==> config.mk <==
export PLATFORM = sky130hd
export DESIGN_NAME = key_event_decoder
export DESIGN_NICKNAME = d
export VERILOG_FILES = /design/src/rtl/key_event_decoder.sv
export SDC_FILE = /design/constraint.sdc
export NUM_CORES = 1
export LEC_CHECK = 0
export BUFFER_PORTS_ARGS = -buffer_cell sky130_fd_sc_hd__buf_2
export CAP_MARGIN = 20
export CORE_MARGIN = 4
export CORE_UTILIZATION = 61
export DETAILED_ROUTE_END_ITERATION = 7
export PLACE_DENSITY = 0.79
export SLEW_MARGIN = 20
export SYNTH_ARGS = -nofsm -noshare
export SYNTH_HDL_FRONTEND = slang
export SYNTH_SLANG_ARGS = --single-unit
==> constraint.sdc <==
create_clock -name clk -period 5.01 [get_ports clk]
set_input_delay 0.501 -clock clk [delete_from_list [all_inputs] [get_ports clk]]
set_output_delay 0.501 -clock clk [all_outputs]
set_load 0.02 [all_outputs]
==> src/rtl/key_event_decoder.sv <==
// Key event decoder: turns a debounced key level into single-cycle press, short-release,
// long-press, auto-repeat and release pulses plus a registered "held" level.
module key_event_decoder #(
  parameter int unsigned CNT_W  = 26,
  parameter int unsigned T_LONG = 50_000_000,
  parameter int unsigned T_REP  = 10_000_000,
  parameter bit          REP_EN = 1'b1
) (
  input  logic clk,
  input  logic n_rst,
  input  logic din,
  output logic press_pulse,
  output logic short_pulse,
  output logic long_pulse,
  output logic repeat_pulse,
  output logic release_pulse,
  output logic held
);

  typedef enum logic [1:0] {
    StArm   = 2'd0,
    StIdle  = 2'd1,
    StPress = 2'd2,
    StLong  = 2'd3
  } state_e;

  localparam logic [CNT_W-1:0] LongLast = CNT_W'(T_LONG - 1);
  localparam logic [CNT_W-1:0] RepLast  = CNT_W'(T_REP - 1);

  state_e           state_q, state_d;
  logic [CNT_W-1:0] cnt_q, cnt_d;

  logic press_q, press_d;
  logic short_q, short_d;
  logic long_q, long_d;
  logic rep_q, rep_d;
  logic rel_q, rel_d;
  logic held_q, held_d;

  // State, counter and all outputs are registered; reset clears everything into the lockout state.
  always_ff @(posedge clk or negedge n_rst) begin
    if (!n_rst) begin
      state_q <= StArm;
      cnt_q   <= '0;
      press_q <= 1'b0;
      short_q <= 1'b0;
      long_q  <= 1'b0;
      rep_q   <= 1'b0;
      rel_q   <= 1'b0;
      held_q  <= 1'b0;
    end else begin
      state_q <= state_d;
      cnt_q   <= cnt_d;
      press_q <= press_d;
      short_q <= short_d;
      long_q  <= long_d;
      rep_q   <= rep_d;
      rel_q   <= rel_d;
      held_q  <= held_d;
    end
  end

  // Next state and hold/repeat counter; release always wins over a counter terminal value.
  always_comb begin
    state_d = state_q;
    cnt_d   = cnt_q;
    case (state_q)
      StArm: begin
        // A key held through reset must be let go before it can count as a press.
        if (!din) state_d = StIdle;
      end
      StIdle: begin
        if (din) begin
          state_d = StPress;
          cnt_d   = '0;
        end
      end
      StPress: begin
        if (!din) begin
          state_d = StIdle;
        end else if (cnt_q == LongLast) begin
          state_d = StLong;
          cnt_d   = '0;
        end else begin
          cnt_d = cnt_q + 1'b1;
        end
      end
      StLong: begin
        if (!din) begin
          state_d = StIdle;
        end else if (cnt_q == RepLast) begin
          // Without repeat the counter parks at its terminal value instead of wrapping.
          cnt_d = REP_EN ? '0 : cnt_q;
        end else begin
          cnt_d = cnt_q + 1'b1;
        end
      end
      default: begin
        state_d = StArm;
        cnt_d   = '0;
      end
    endcase
  end

  // Next values of the registered event pulses and the held level.
  always_comb begin
    press_d = 1'b0;
    short_d = 1'b0;
    long_d  = 1'b0;
    rep_d   = 1'b0;
    rel_d   = 1'b0;
    case (state_q)
      StIdle: begin
        press_d = din;
      end
      StPress: begin
        if (!din) begin
          short_d = 1'b1;
          rel_d   = 1'b1;
        end else if (cnt_q == LongLast) begin
          long_d = 1'b1;
        end
      end
      StLong: begin
        if (!din) begin
          rel_d = 1'b1;
        end else if (REP_EN && (cnt_q == RepLast)) begin
          rep_d = 1'b1;
        end
      end
      default: ;
    endcase
    held_d = (state_d == StPress) || (state_d == StLong);
  end

  assign press_pulse   = press_q;
  assign short_pulse   = short_q;
  assign long_pulse    = long_q;
  assign repeat_pulse  = rep_q;
  assign release_pulse = rel_q;
  assign held          = held_q;

endmodule

**Yosys cells after proc, flatten, opt, wreduce, memory -nomap -nowiden**

Cells that the tools add are included.
Widths: inputs -> output; s select.

- Logic and storage cells: 46
- Output and inout port bits: 6
- Register bits after elaboration: 34
- Bits of input ports: 3

- $add $sub $neg: 1
- Eq/ne operators: 10
- Mux-type cells: 21
- Reduce and logical (&&, ||, !) cells: 6

Operator list:

| kind | count |
|---|---|
| $mux 26 | 5 |
| $pmux 26 s3 | 1 |
| $add 26x1->26 const B | 1 |
| $eq 26x24->1 const B | 1 |
| $eq 26x26->1 const B | 1 |
| $mux 1 | 10 |
| $eq 2x2->1 const B | 4 |
| $mux 2 | 4 |
| $ne 2x2->1 const B | 3 |
| $pmux 2 s3 | 1 |
| $reduce_and 4->1 | 1 |
| $reduce_or 2->1 | 2 |
| $reduce_bool 3->1 | 1 |
| $eq 2x1->1 const B | 1 |
| $logic_not 2->1 | 1 |
| $logic_or 1x1->1 | 1 |

**Logic depth before layout (Yosys ltp)**

Gate-level depths: netlist of the first run.

- Depth after elaboration: 6
- Mapped depth: 7
- Gate-level depth less buffers: 7

**Least setup slack after synthesis of the first run**

No wires, ideal clock.

- Kind: register -> register
- Start: register state_q[0]
- End: register cnt_q[15]
- Arrival time: 2,321 ps
- Setup slack: 2,616 ps
- Stages on the path, launching flop included: 8
- Required time: 4,937 ps
- Period minus slack after synthesis: 2,394 ps
- Buffers on the path: 0
- Library setup time: 73 ps
- Path through: dfrtp_1 inv_1 ha_1 or3_4 a2111oi_4 nand2_2 or4_1 a21oi_2

- Cells in the longest elaborated chain, start to end: 3
- Elaborated cells on any way between the ends: 9
- Those cells by class: eq/ne (6); mux (1); reduce/logical (2)

Ends and longest elaborated chain:

| what | RTL line | text |
|---|---|---|
| start: declaration | 30 | `state_e state_q, state_d;` |
| start signal: assignment | 43 | `state_q <= StArm;` |
| start signal: assignment | 52 | `state_q <= state_d;` |
| $eq 2x1->1 or $eq 2x2->1 (tied branches) | 67 | `case (state_q)` |
| $ne 2x2->1 (no source line) or $reduce_bool 3->1 (tied branches) | - |  |
| $reduce_and 4->1 (no source line) | - |  |
| end signal: assignment | 53 | `cnt_q <= cnt_d;` |
| end: declaration | 31 | `logic [CNT_W-1:0] cnt_q, cnt_d;` |

Parallel ways exist; a longest one is shown, timed or not.
A chain may end at the register's enable or synchronous reset.

**Final worst setup path of the first run**

Ends and elaborated chain as after synthesis.

==> reports/results.txt, run 1 <==
Outcome = complete, no violations
CP Data Required Time = 5.29 ns
DP Cell Count = 220
Fin. max-slew vios = 0
Clock power frac = 27.1%
Final worst path period share = 53.3%
NetSw = 0.249 mW
Power per cell area = 348 nW/um^2
Critical Path Sink = cnt_q[15]
Reg2reg start = state_q[0]
Fillers = 229
Num CTS Buffers = 5
Mux cell area share after synthesis = 0%
TritonCTS clock tree = built
Area of the mapped netlist = 1880 sq um
Worst Setup SP = state_q[0]
# rows = 19
Unrepaired setup endpoints after global routing = no
DR iter-0 viols = 111
F_max = 375 MHz
R2r setup slk = 2.34 ns
Placed cell areas = 1910 sq um
Simple-gate share of the synthesized area = 28.0%
Count of hold-fix buffers inserted at cts = 0
Worst r2r path cells = 7
Net Sw Frac = 35.8%
Synth Net Count = 191
Final count of hold timing violations = 0
Ys Warns = 0
Post-CTS setup buffer count = 0
Drt wl/cell = 15.5 um
IO Count = 9
Avg Synthesized Cell Area = 10.2 sq um
Area delta synth->final = 6.27%
DIE HEIGHT = 63.5 um
Final core utilization = 69.9%
Peak supply drop = 0.000274 V
Die area = 4030 sq um
Gr ovfl total = 0
Sequential share of power = 44.0%
Combinational share of power = 29.0%
Worst Tran Pin Value = 0.894 ns
Routed vias/inst = 6.21
Slew Limit Headroom = 40.3%
Clk_skew = 0.0123 ns
Count of different cell masters after synthesis = 36
Initial core utilization = 65.7%
Post-synthesis compound-gate area fraction = 10.5%
GP Congestion = 0.847
Final setup vio count = 0
Gr usage total = 19.6%
Critical path startpoint category = flop
MaxCap Viol Count = 0
Clk Tree Root Cell = clkbuf_4
Share of layout cells above drive strength 1 = 22.3%
Post-Synth Adder-Cell Area = 3.34%
Vias in the first global route = 1356
Sequential area share after synthesis = 45.4%
Largest net degree at the start of global routing = 35
Synth Instances = 183
Hold WC Path Type = primary input to async pin
Main combinational cell family by area after synthesis = simple AND/OR/NAND/NOR gates
# nets final = 204
Final Non-Filler Cells = 228
Max H-tree Level = 2
Min Tclk post-route = 2.67 ns
Longest Clk Path Bufs = 2
Reg-to-Reg End = cnt_q[15]
Fin area = 1990 sq um
CP endpoint kind = flop
Vias = 1417
Setup CP Type = flop to flop
Final ANT Viol Nets = 0
Resize count post-CTS = 0
Pleak = 0.840 nW
HPWL after DPL = 2.45 mm
Crit path DAT = 2.95 ns
Post-Synth XOR/XNOR Area = 8.87%
Core area = 2850 sq um
# DRC = 0
Setup TNS = 0 ns
Yosys reg bits = 34
Inserted Diodes = 0
Reg clk slew, reported paths = 0.10 ns
First-pass GRT wire length = 6.29 mm
Initial antenna violation count = 0
DRT Pass-1 Iters = 4
PortBufs = 8
Sink Count = 34
Total wire length = 3.53 mm
Clk_lat worst skew = 0.34 ns
Int Pwr = 0.445 mW
CP max FO = 9
DIE WIDTH = 63.5 um
metrics by stage:
stage / setup slack (ns) / total power [mW] / hold WS, ns
after floorplan: 2.62 / 0.509 / 0.205
after global placement: 2.46 / 0.502 / 0.497
after detailed placement: 2.39 / 0.512 / 0.516
after CTS: 2.37 / 0.700 / 0.225
after global routing: 2.21 / 0.744 / 0.266
final: 2.34 / 0.694 / 0.204
cell type report:
type / instances / area [sq um] / share of cell area (%)
inverter: 9 / 33.8 / 1.69
timing repair buffer: 8 / 40.0 / 2.01
sequential: 34 / 851 / 42.7
multi-input combinational: 138 / 951 / 47.7
tap: 31 / 38.8 / 1.95
clock buffer: 8 / 78.8 / 3.95
worst max-delay path, stage by stage, from the launching register on:
cell	delay, ns
dfrtp_1	0.39
inv_1	0.09
ha_1	0.27
or3_4	0.43
a2111oi_4	0.66
nand2_2	0.17
or4_1	0.44
a21oi_2	0.14
synth_stat cells:
cell	instances	share of area (%)
dfrtp_1	34	45
nor2_2	19	6.3
xor2_1	16	7.5
nand2_1	14	2.8
nand4_1	14	4.7
nand3_1	9	2.4
nor2_1	9	1.8
inv_1	8	1.6
a22oi_1	5	2.0
ha_1	5	3.3
o21ai_0	5	1.3
a21o_1	4	1.6
or3_1	4	1.3
nand2b_1	3	1.0
nor3_1	3	0.80
nor4_1	3	1.0
xnor2_1	3	1.4
a21oi_1	2	0.53
buf_12	2	2.1
nor4bb_1	2	1.1
o21ai_2	2	0.93
or4_1	2	0.80
or4b_1	2	1.1
a2111oi_2	1	0.80
a2111oi_4	1	1.5
a21oi_2	1	0.47
a221oi_1	1	0.47
a22o_1	1	0.47
and2_1	1	0.33
and3_4	1	0.60
clkinv_1	1	0.20
nand2_2	1	0.33
nand3b_1	1	0.40
o221ai_1	1	0.47
or3_4	1	0.60
or4_4	1	0.60
metal layers:
| metal | vias to the layer above | GRT usage [%] | share of wire (%) |
|---|---|---|---|
| met5 | - | 0 | 0 |
| met4 | 0 | 5.12 | 1.4 |
| met3 | 9 | 5.86 | 4.3 |
| met2 | 33 | 29.7 | 47 |
| met1 | 699 | 27.5 | 47 |
| li1 | 676 | - | - |
layout by cell type, fill, tap and decap left out, types with 4 or more instances in the layout:
master / n
inv_1: 8
nor2_1: 9
ha_1: 5
a21o_1: 4
a22oi_1: 5
nand4_1: 14
or3_1: 4
o21ai_0: 5
xor2_1: 16
nor2_2: 19
nand3_1: 9
dfrtp_1: 34
buf_2: 8
nand2_1: 14
clkbuf_4: 5
state kept, by name (all words and copies together) (netlist names):
name	flops
state_q	2
short_pulse	1
long_pulse	1
press_pulse	1
repeat_pulse	1
cnt_q	26
release_pulse	1
held	1
how the worst min path moves through the flow:
stage	startpoint	end	slack, ns	cells after the start
2_1_floorplan	n_rst	cnt_q[0]	0.21	0
3_3_place_gp	cnt_q[1]	cnt_q[1]	0.50	2
3_5_place_dp	cnt_q[1]	cnt_q[1]	0.52	2
4_1_cts	n_rst	cnt_q[24]	0.23	1
5_1_grt	n_rst	cnt_q[18]	0.27	1
6_report	n_rst	cnt_q[11]	0.20	1
power by group through the flow:
stage | combinational, mW | clock, mW | sequential (mW)
floorplan | 0.192 | 0 | 0.317
global placement | 0.193 | 0 | 0.309
detailed placement | 0.201 | 0 | 0.310
CTS | 0.204 | 0.192 | 0.305
global route | 0.228 | 0.209 | 0.307
finish | 0.201 | 0.188 | 0.305
logic make-up after synthesis:
kind of cell               after synthesis
xor gates and xnor gates                19
adders and majority gates                5
buffers and inverters                   11
AOI/OAI and AO/OA                       24
and+or+nand+nor                         90
DFF                                     34
Power figures use the tool's default switching activity.
==> inputs of run 2 (changes only) <==
- CORE_UTILIZATION: 61 -> 54
- PLACE_DENSITY: 0.79 -> 0.74
- clock period: 5.01 -> 2.25 ns (I/O delays scaled with it)
==> run 2 against run 1 <==
Compared with the run above: sequential power rose by 120%; cell count increased by 17%; global-route usage is 2.3 points higher; final area is 12% higher; largest cell class unchanged; largest power group unchanged; highest routed layer unchanged.
==> reports/results.txt, run 2 (same netlist as run 1, synthesis figures left out) <==
Outcome = complete, no violations (unchanged)
Int Pwr = 1.01 mW (was 0.445 mW)
Crit path DAT = 2.47 ns (was 2.95 ns)
PortBufs = 8 (unchanged)
First-pass GRT wire length = 7.22 mm (was 6.29 mm)
Power per cell area = 738 nW/um^2 (was 348 nW/um^2)
Combinational share of power = 36.9% (was 29.0%)
Crit path cell chain = or4b_1 > or4_4 > o21ai_4 > and3_4 > nor2_2 (was inv_1 > ha_1 > or3_4 > a2111oi_4 > nand2_2 > or4_1 > a21oi_2)
Clock power frac = 21.8% (was 27.1%)
Total wire length = 4.39 mm (was 3.53 mm)
Clk Tree Root Cell = clkbuf_4 (unchanged)
Core area = 3340 sq um (was 2850 sq um)
Peak supply drop = 0.000354 V (was 0.000274 V)
Setup CP Type = flop to flop (unchanged)
NetSw = 0.632 mW (was 0.249 mW)
Hold-critical path endpoint = short_pulse
IO Count = 9 (unchanged)
CP max FO = 10 (was 9)
Total power = 1.65 mW (was 0.694 mW)
Largest Register = cnt_q (unchanged)
CP endpoint kind = flop (unchanged)
Final ANT Viol Nets = 0 (unchanged)
Hold WC Path Type = primary input to flop (was primary input to async pin)
Slew Limit Headroom = 49.3% (was 40.3%)
Commonest non-fill, non-tap cell in the layout = dfrtp_1 (unchanged)
Reg clk slew, reported paths = 0.11 ns (was 0.10 ns)
# rows = 21 (was 19)
Initial antenna violation count = 0 (unchanged)
Reg-to-Reg End = cnt_q[12] (was cnt_q[15])
GP Congestion = 0.812 (was 0.847)
Gr ovfl total = 0 (unchanged)
Critical path's largest stage delay = 0.60 ns (was 0.66 ns)
Die area = 4480 sq um (was 4030 sq um)
Vias = 1596 (was 1417)
Worst Hold Depth = 2
Worst Tran Pin Value = 0.760 ns (was 0.894 ns)
Crit path max-delay cell type = or4_4 (was a2111oi_4)
DIE WIDTH = 66.9 um (was 63.5 um)
Routed vias/inst = 5.98 (was 6.21)
Sink Count = 34 (unchanged)
TritonCTS clock tree = built (unchanged)
Final count of hold timing violations = 0 (unchanged)
Initial core utilization = 56.2% (was 65.7%)
Longest Clk Path Bufs = 2 (unchanged)
Critical path startpoint category = flop (unchanged)
DRT Pass-1 Iters = 4 (unchanged)
HPWL after DPL = 2.95 mm (was 2.45 mm)
Unrepaired setup endpoints after global routing = yes (was no)
Net Sw Frac = 38.4% (was 35.8%)
Largest regs = cnt_q x26, state_q x2 (unchanged)
Clk_skew = 0.0105 ns (was 0.0123 ns)
Reg2reg start = cnt_q[7] (was state_q[0])
Num CTS Buffers = 5 (unchanged)
Final worst setup slack = 0.0107 ns (was 2.34 ns)
# DRC = 0 (unchanged)
Vias in the first global route = 1585 (was 1356)
Pleak = 0.949 nW (was 0.840 nW)
Inserted Diodes = 0 (unchanged)
Min Tclk post-route = 2.24 ns (was 2.67 ns)
# nets final = 228 (was 204)
Final worst path period share = 99.5% (was 53.3%)
Drt wl/cell = 16.5 um (was 15.5 um)
Most frequent cells in the layout = dfrtp_1, nor2_2, buf_4, xor2_1 (was dfrtp_1, nor2_2, xor2_1, nand2_1, nand4_1)
Sequential share of power = 41.3% (was 44.0%)
Pre-CTS WS = -0.0642 ns (was 2.39 ns)
Final setup vio count = 0 (unchanged)
Fin. max-slew vios = 0 (unchanged)
DR iter-0 viols = 103 (was 111)
Clk_lat worst skew = 0.34 ns (about the same)
Worst r2r path cells = 5 (was 7)
Max H-tree Level = 2 (unchanged)
DIE HEIGHT = 66.9 um (was 63.5 um)
F_max = 447 MHz (was 375 MHz)
Share of layout cells above drive strength 1 = 32.1% (was 22.3%)
Max FFs per register = 26 (unchanged)
CP Data Required Time = 2.48 ns (was 5.29 ns)
Worst hold start = din
R2r setup slk = 0.01 ns (was 2.34 ns)
Gr usage total = 21.9% (was 19.6%)
MaxCap Viol Count = 0 (unchanged)
Area delta synth->final = 18.9% (was 6.27%)
Largest net degree at the start of global routing = 35 (unchanged)
[run 2: cell count changes in the layout (fill, tap and decap cells not counted), moves of 2 or more]
cell,before,now
clkbuf_8,3,1
buf_4,0,20
o21ai_4,0,2
o21ai_2,2,0
[run 2: timing repair]
item                                    CTS  global route
resized for setup                         3             7
pin swaps                                 1             6
gates cloned                              1             1
endpoints found under the setup margin   21            26
hold buffers                              1             0
setup buffers                             0             2
hold endpoints to repair                 34             0
[run 2: area by class of cell]
type | count | area [sq um]
repair buffers | 30 | 211
flip-flops and latches | 34 | 851
well taps | 46 | 57.6
clock inverters | 1 | 5.00
clock buffers | 7 | 55.1
fillers | 281 | 1110
inverters | 9 | 33.8
multi-input cells | 140 | 1020
[run 2: power groups by stage]
stage / clock (mW) / sequential, mW / combinational, mW
2_1_floorplan: 0 / 0.706 / 0.430
6_report: 0.360 / 0.680 / 0.607
4_1_cts: 0.371 / 0.681 / 0.563
3_3_place_gp: 0 / 0.688 / 0.493
3_5_place_dp: 0 / 0.693 / 0.515
5_1_grt: 0.400 / 0.685 / 0.644
[run 2: stage by stage]
step / hold WS (ns) / utilization, % / std cells / instance area (sq um) / TNS [ns]
2_1_floorplan: -0.0706 / - / 183 / 1880 / -0.0476
3_3_place_gp: 0.315 / 62.3 / 254 / 2080 / 0
3_5_place_dp: 0.333 / 62.3 / 254 / 2080 / -0.375
4_1_cts: 0.101 / 65.2 / 264 / 2170 / -0.00716
5_1_grt: 0.0927 / 66.9 / 267 / 2230 / -0.364
6_report: 0.117 / 66.9 / 267 / 2230 / 0
[run 2: worst max path at each step]
stage	from	endpoint	slack, ns	depth (start not counted)
final	cnt_q[7]	cnt_q[12]	0.01	5
after global routing	state_q[0]	cnt_q[23]	-0.04	8
after CTS	cnt_q[7]	cnt_q[25]	-0.007	5
after detailed placement	cnt_q[7]	cnt_q[25]	-0.06	5
after global placement	cnt_q[7]	cnt_q[25]	0.03	5
after floorplan	state_q[0]	cnt_q[15]	-0.05	6
[run 2: worst max-delay path: cells and delay by family (launching register included)]
family,cells,cell delay [ns]
AND/OR/NAND/NOR,4,1.52
flip-flops,1,0.39
AO/OA/AOI/OAI,1,0.22
[run 2: routing by layer]
metal,routed length [um],track usage [%]
met5,0,0
met4,136,10.6
met2,2260,38.4
met3,252,5.90
met1,1750,24.4
==> inputs of run 3 (changes only) <==
- CORE_UTILIZATION: 54 -> 40
- CTS_BUF_LIST: unset -> sky130_fd_sc_hd__clkbuf_2 sky130_fd_sc_hd__clkbuf_4 sky130_fd_sc_hd__clkbuf_8
- PLACE_DENSITY: 0.74 -> unset
==> run 3 against run 2 <==
Compared with the run above: the flow now finishes with violations (setup timing); routed wire length decreased by 3.7%; sequential share of layout area decreased by 2.5 points; total power increased by 20%; critical path type unchanged.
==> reports/results.txt, run 3 (same netlist as run 1, synthesis figures left out) <==
Gr usage total = 14.4% (was 21.9%)
Clk_skew = 0.00779 ns (was 0.0105 ns)
# DRC = 0 (unchanged)
Most frequent cells in the layout = dfrtp_1, buf_4, nand2_1, nand4_1, xor2_1 (was dfrtp_1, nor2_2, buf_4, xor2_1)
F_max = 443 MHz (was 447 MHz)
Unrepaired setup endpoints after global routing = yes (unchanged)
PortBufs = 8 (unchanged)
Commonest non-fill, non-tap cell in the layout = dfrtp_1 (unchanged)
Clk_lat worst skew = 0.28 ns (was 0.34 ns)
CP Data Required Time = 2.41 ns (was 2.48 ns)
Sink Count = 34 (unchanged)
Final ANT Viol Nets = 0 (unchanged)
HPWL after DPL = 2.86 mm (was 2.95 mm)
Largest regs = cnt_q x26, state_q x2 (unchanged)
Max FFs per register = 26 (unchanged)
DIE HEIGHT = 76.5 um (was 66.9 um)
MaxCap Viol Count = 0 (unchanged)
First-pass GRT wire length = 6.86 mm (was 7.22 mm)
Fillers = 410 (was 281)
Longest Clk Path Bufs = 2 (unchanged)
Final Non-Filler Cells = 276 (was 267)
Area delta synth->final = 27.6% (was 18.9%)
Pleak = 0.997 nW (was 0.949 nW)
CP max FO = 5 (was 10)
# nets final = 231 (was 228)
Final setup vio count = 2 (was 0)
Vias in the first global route = 1471 (was 1585)
Failing checks = setup timing
GP Congestion = 0.921 (was 0.812)
DP Cell Count = 259 (was 254)
Share of layout cells above drive strength 1 = 37.1% (was 32.1%)
Drt wl/cell = 15.3 um (was 16.5 um)
Inserted Diodes = 0 (unchanged)
Worst Tran Pin Value = 0.749 ns (was 0.760 ns)
Core area = 4440 sq um (was 3340 sq um)
Setup CP Type = flop to flop (unchanged)
Routed wl met2 = 2.14 mm (was 2.26 mm)
Max layer used = met4 (unchanged)
Total wire length = 4.23 mm (was 4.39 mm)
Hold WC Path Type = primary input to async pin (was primary input to flop)
Initial core utilization = 42.2% (was 56.2%)
# rows = 24 (was 21)
CP endpoint kind = flop (unchanged)
DRT Pass-1 Iters = 4 (unchanged)
Detail Route met3 WL = 152 um (was 252 um)
Final count of hold timing violations = 0 (unchanged)
DIE WIDTH = 76.5 um (was 66.9 um)
Largest Register = cnt_q (unchanged)
Final worst path period share = 100% (was 99.5%)
Min Tclk post-route = 2.25 ns (was 2.24 ns)
Crit path DAT = 2.42 ns (was 2.47 ns)
Fin. max-slew vios = 0 (unchanged)
Power per cell area = 826 nW/um^2 (was 738 nW/um^2)
Clk Tree Root Cell = clkbuf_8 (was clkbuf_4)
Initial antenna violation count = 0 (unchanged)
Critical path startpoint category = flop (unchanged)
WL met1 = 1.88 mm (was 1.75 mm)
Die area = 5850 sq um (was 4480 sq um)
Peak supply drop = 0.000309 V (was 0.000354 V)
Vias = 1533 (was 1596)
Final core utilization = 53.9% (was 66.9%)
Gr ovfl total = 0 (unchanged)
TritonCTS clock tree = built (unchanged)
DR iter-0 viols = 102 (was 103)
IO Count = 9 (unchanged)
Largest net degree at the start of global routing = 35 (unchanged)
Max H-tree Level = 2 (unchanged)
Final worst setup slack = -0.00480 ns (was 0.0107 ns)
Reg clk slew, reported paths = 0.07 ns (was 0.11 ns)
Num CTS Buffers = 5 (unchanged)
Routed vias/inst = 5.55 (was 5.98)
Outcome = finished, violations left (was complete, no violations)
Slew Limit Headroom = 50.1% (was 49.3%)
run 3: changes by cell type in the layout (fill, tap and decap cells not counted), moves of 2 or more:
cell / previous run / this run
nor2_4: 0 / 7
nor2_2: 20 / 12
buf_4: 20 / 22
clkbuf_16: 0 / 2
clkbuf_4: 5 / 1
inv_1: 8 / 6
inv_2: 0 / 2
clkbuf_8: 1 / 6
run 3: layout make-up:
cell class,instances,area (sq um),area share [%]
multi-input combinational,138,1050,43.9
sequential,34,852,35.6
timing repair buffer,35,298,12.4
clock buffer,7,90.1,3.76
tap,52,65.1,2.72
inverter,9,33.8,1.41
clock inverter,1,5.00,0.209
run 3: final timing paths:
check,startpoint,end,slack [ns],cells after the start
worst max-delay path,cnt_q[24],cnt_q[25],-0.005,6
worst min-delay path,n_rst,cnt_q[9],0.007,1
worst max register to register,cnt_q[24],cnt_q[25],-0.005,6
worst min register to register,cnt_q[1],cnt_q[1],0.54,2
max in group asynchronous,n_rst,state_q[1],1.72,1
min in group clk,din,short_pulse,0.19,2
run 3: power breakdown:
group	leakage (nW)	switching (mW)	total (mW)	internal (mW)
Combinational	0.475	0.447	0.820	0.373
Clock	0.0517	0.210	0.469	0.259
Sequential	0.470	0.0355	0.688	0.653
Total	0.997	0.693	1.98	1.28
run 3: worst max-delay path, stage by stage, from the launching register on:
cell and delay, ns:
dfrtp_1 0.42, or4b_1 0.47, or4_4 0.57, o21ai_4 0.18
and3_4 0.27, clkbuf_16 0.18, a21oi_2 0.04
run 3: repair_timing:
item                                    4_1_cts  5_1_grt
buffers inserted                              0        6
gates resized for setup                       1       20
pin swaps                                     0       15
endpoints found under the setup margin        1       20
hold buffers                                  0        0
gates cloned                                  0        3
run 3: per-layer routing:
metal	vias to the layer above	GRT usage [%]
li1	726	-
met1	767	18.9
met2	31	23.3
met3	9	3.43
met4	0	4.89
met5	-	0
run 3: metrics by stage:
stage / area [sq um] / hold slack [ns] / setup TNS, ns / power, mW / setup WS, ns
finish: 2390 / 0.00659 / -0.00644 / 1.98 / -0.00480
global route: 2390 / 0.0692 / -0.551 / 2.09 / -0.0495
CTS: 2190 / 0.0348 / 0 / 1.74 / 0.0289
detailed placement: 2090 / 0.340 / 0 / 1.26 / 0.00852
global placement: 2090 / 0.321 / 0 / 1.23 / 0.0950
floorplan: 1880 / -0.0706 / -0.0476 / 1.14 / -0.0476
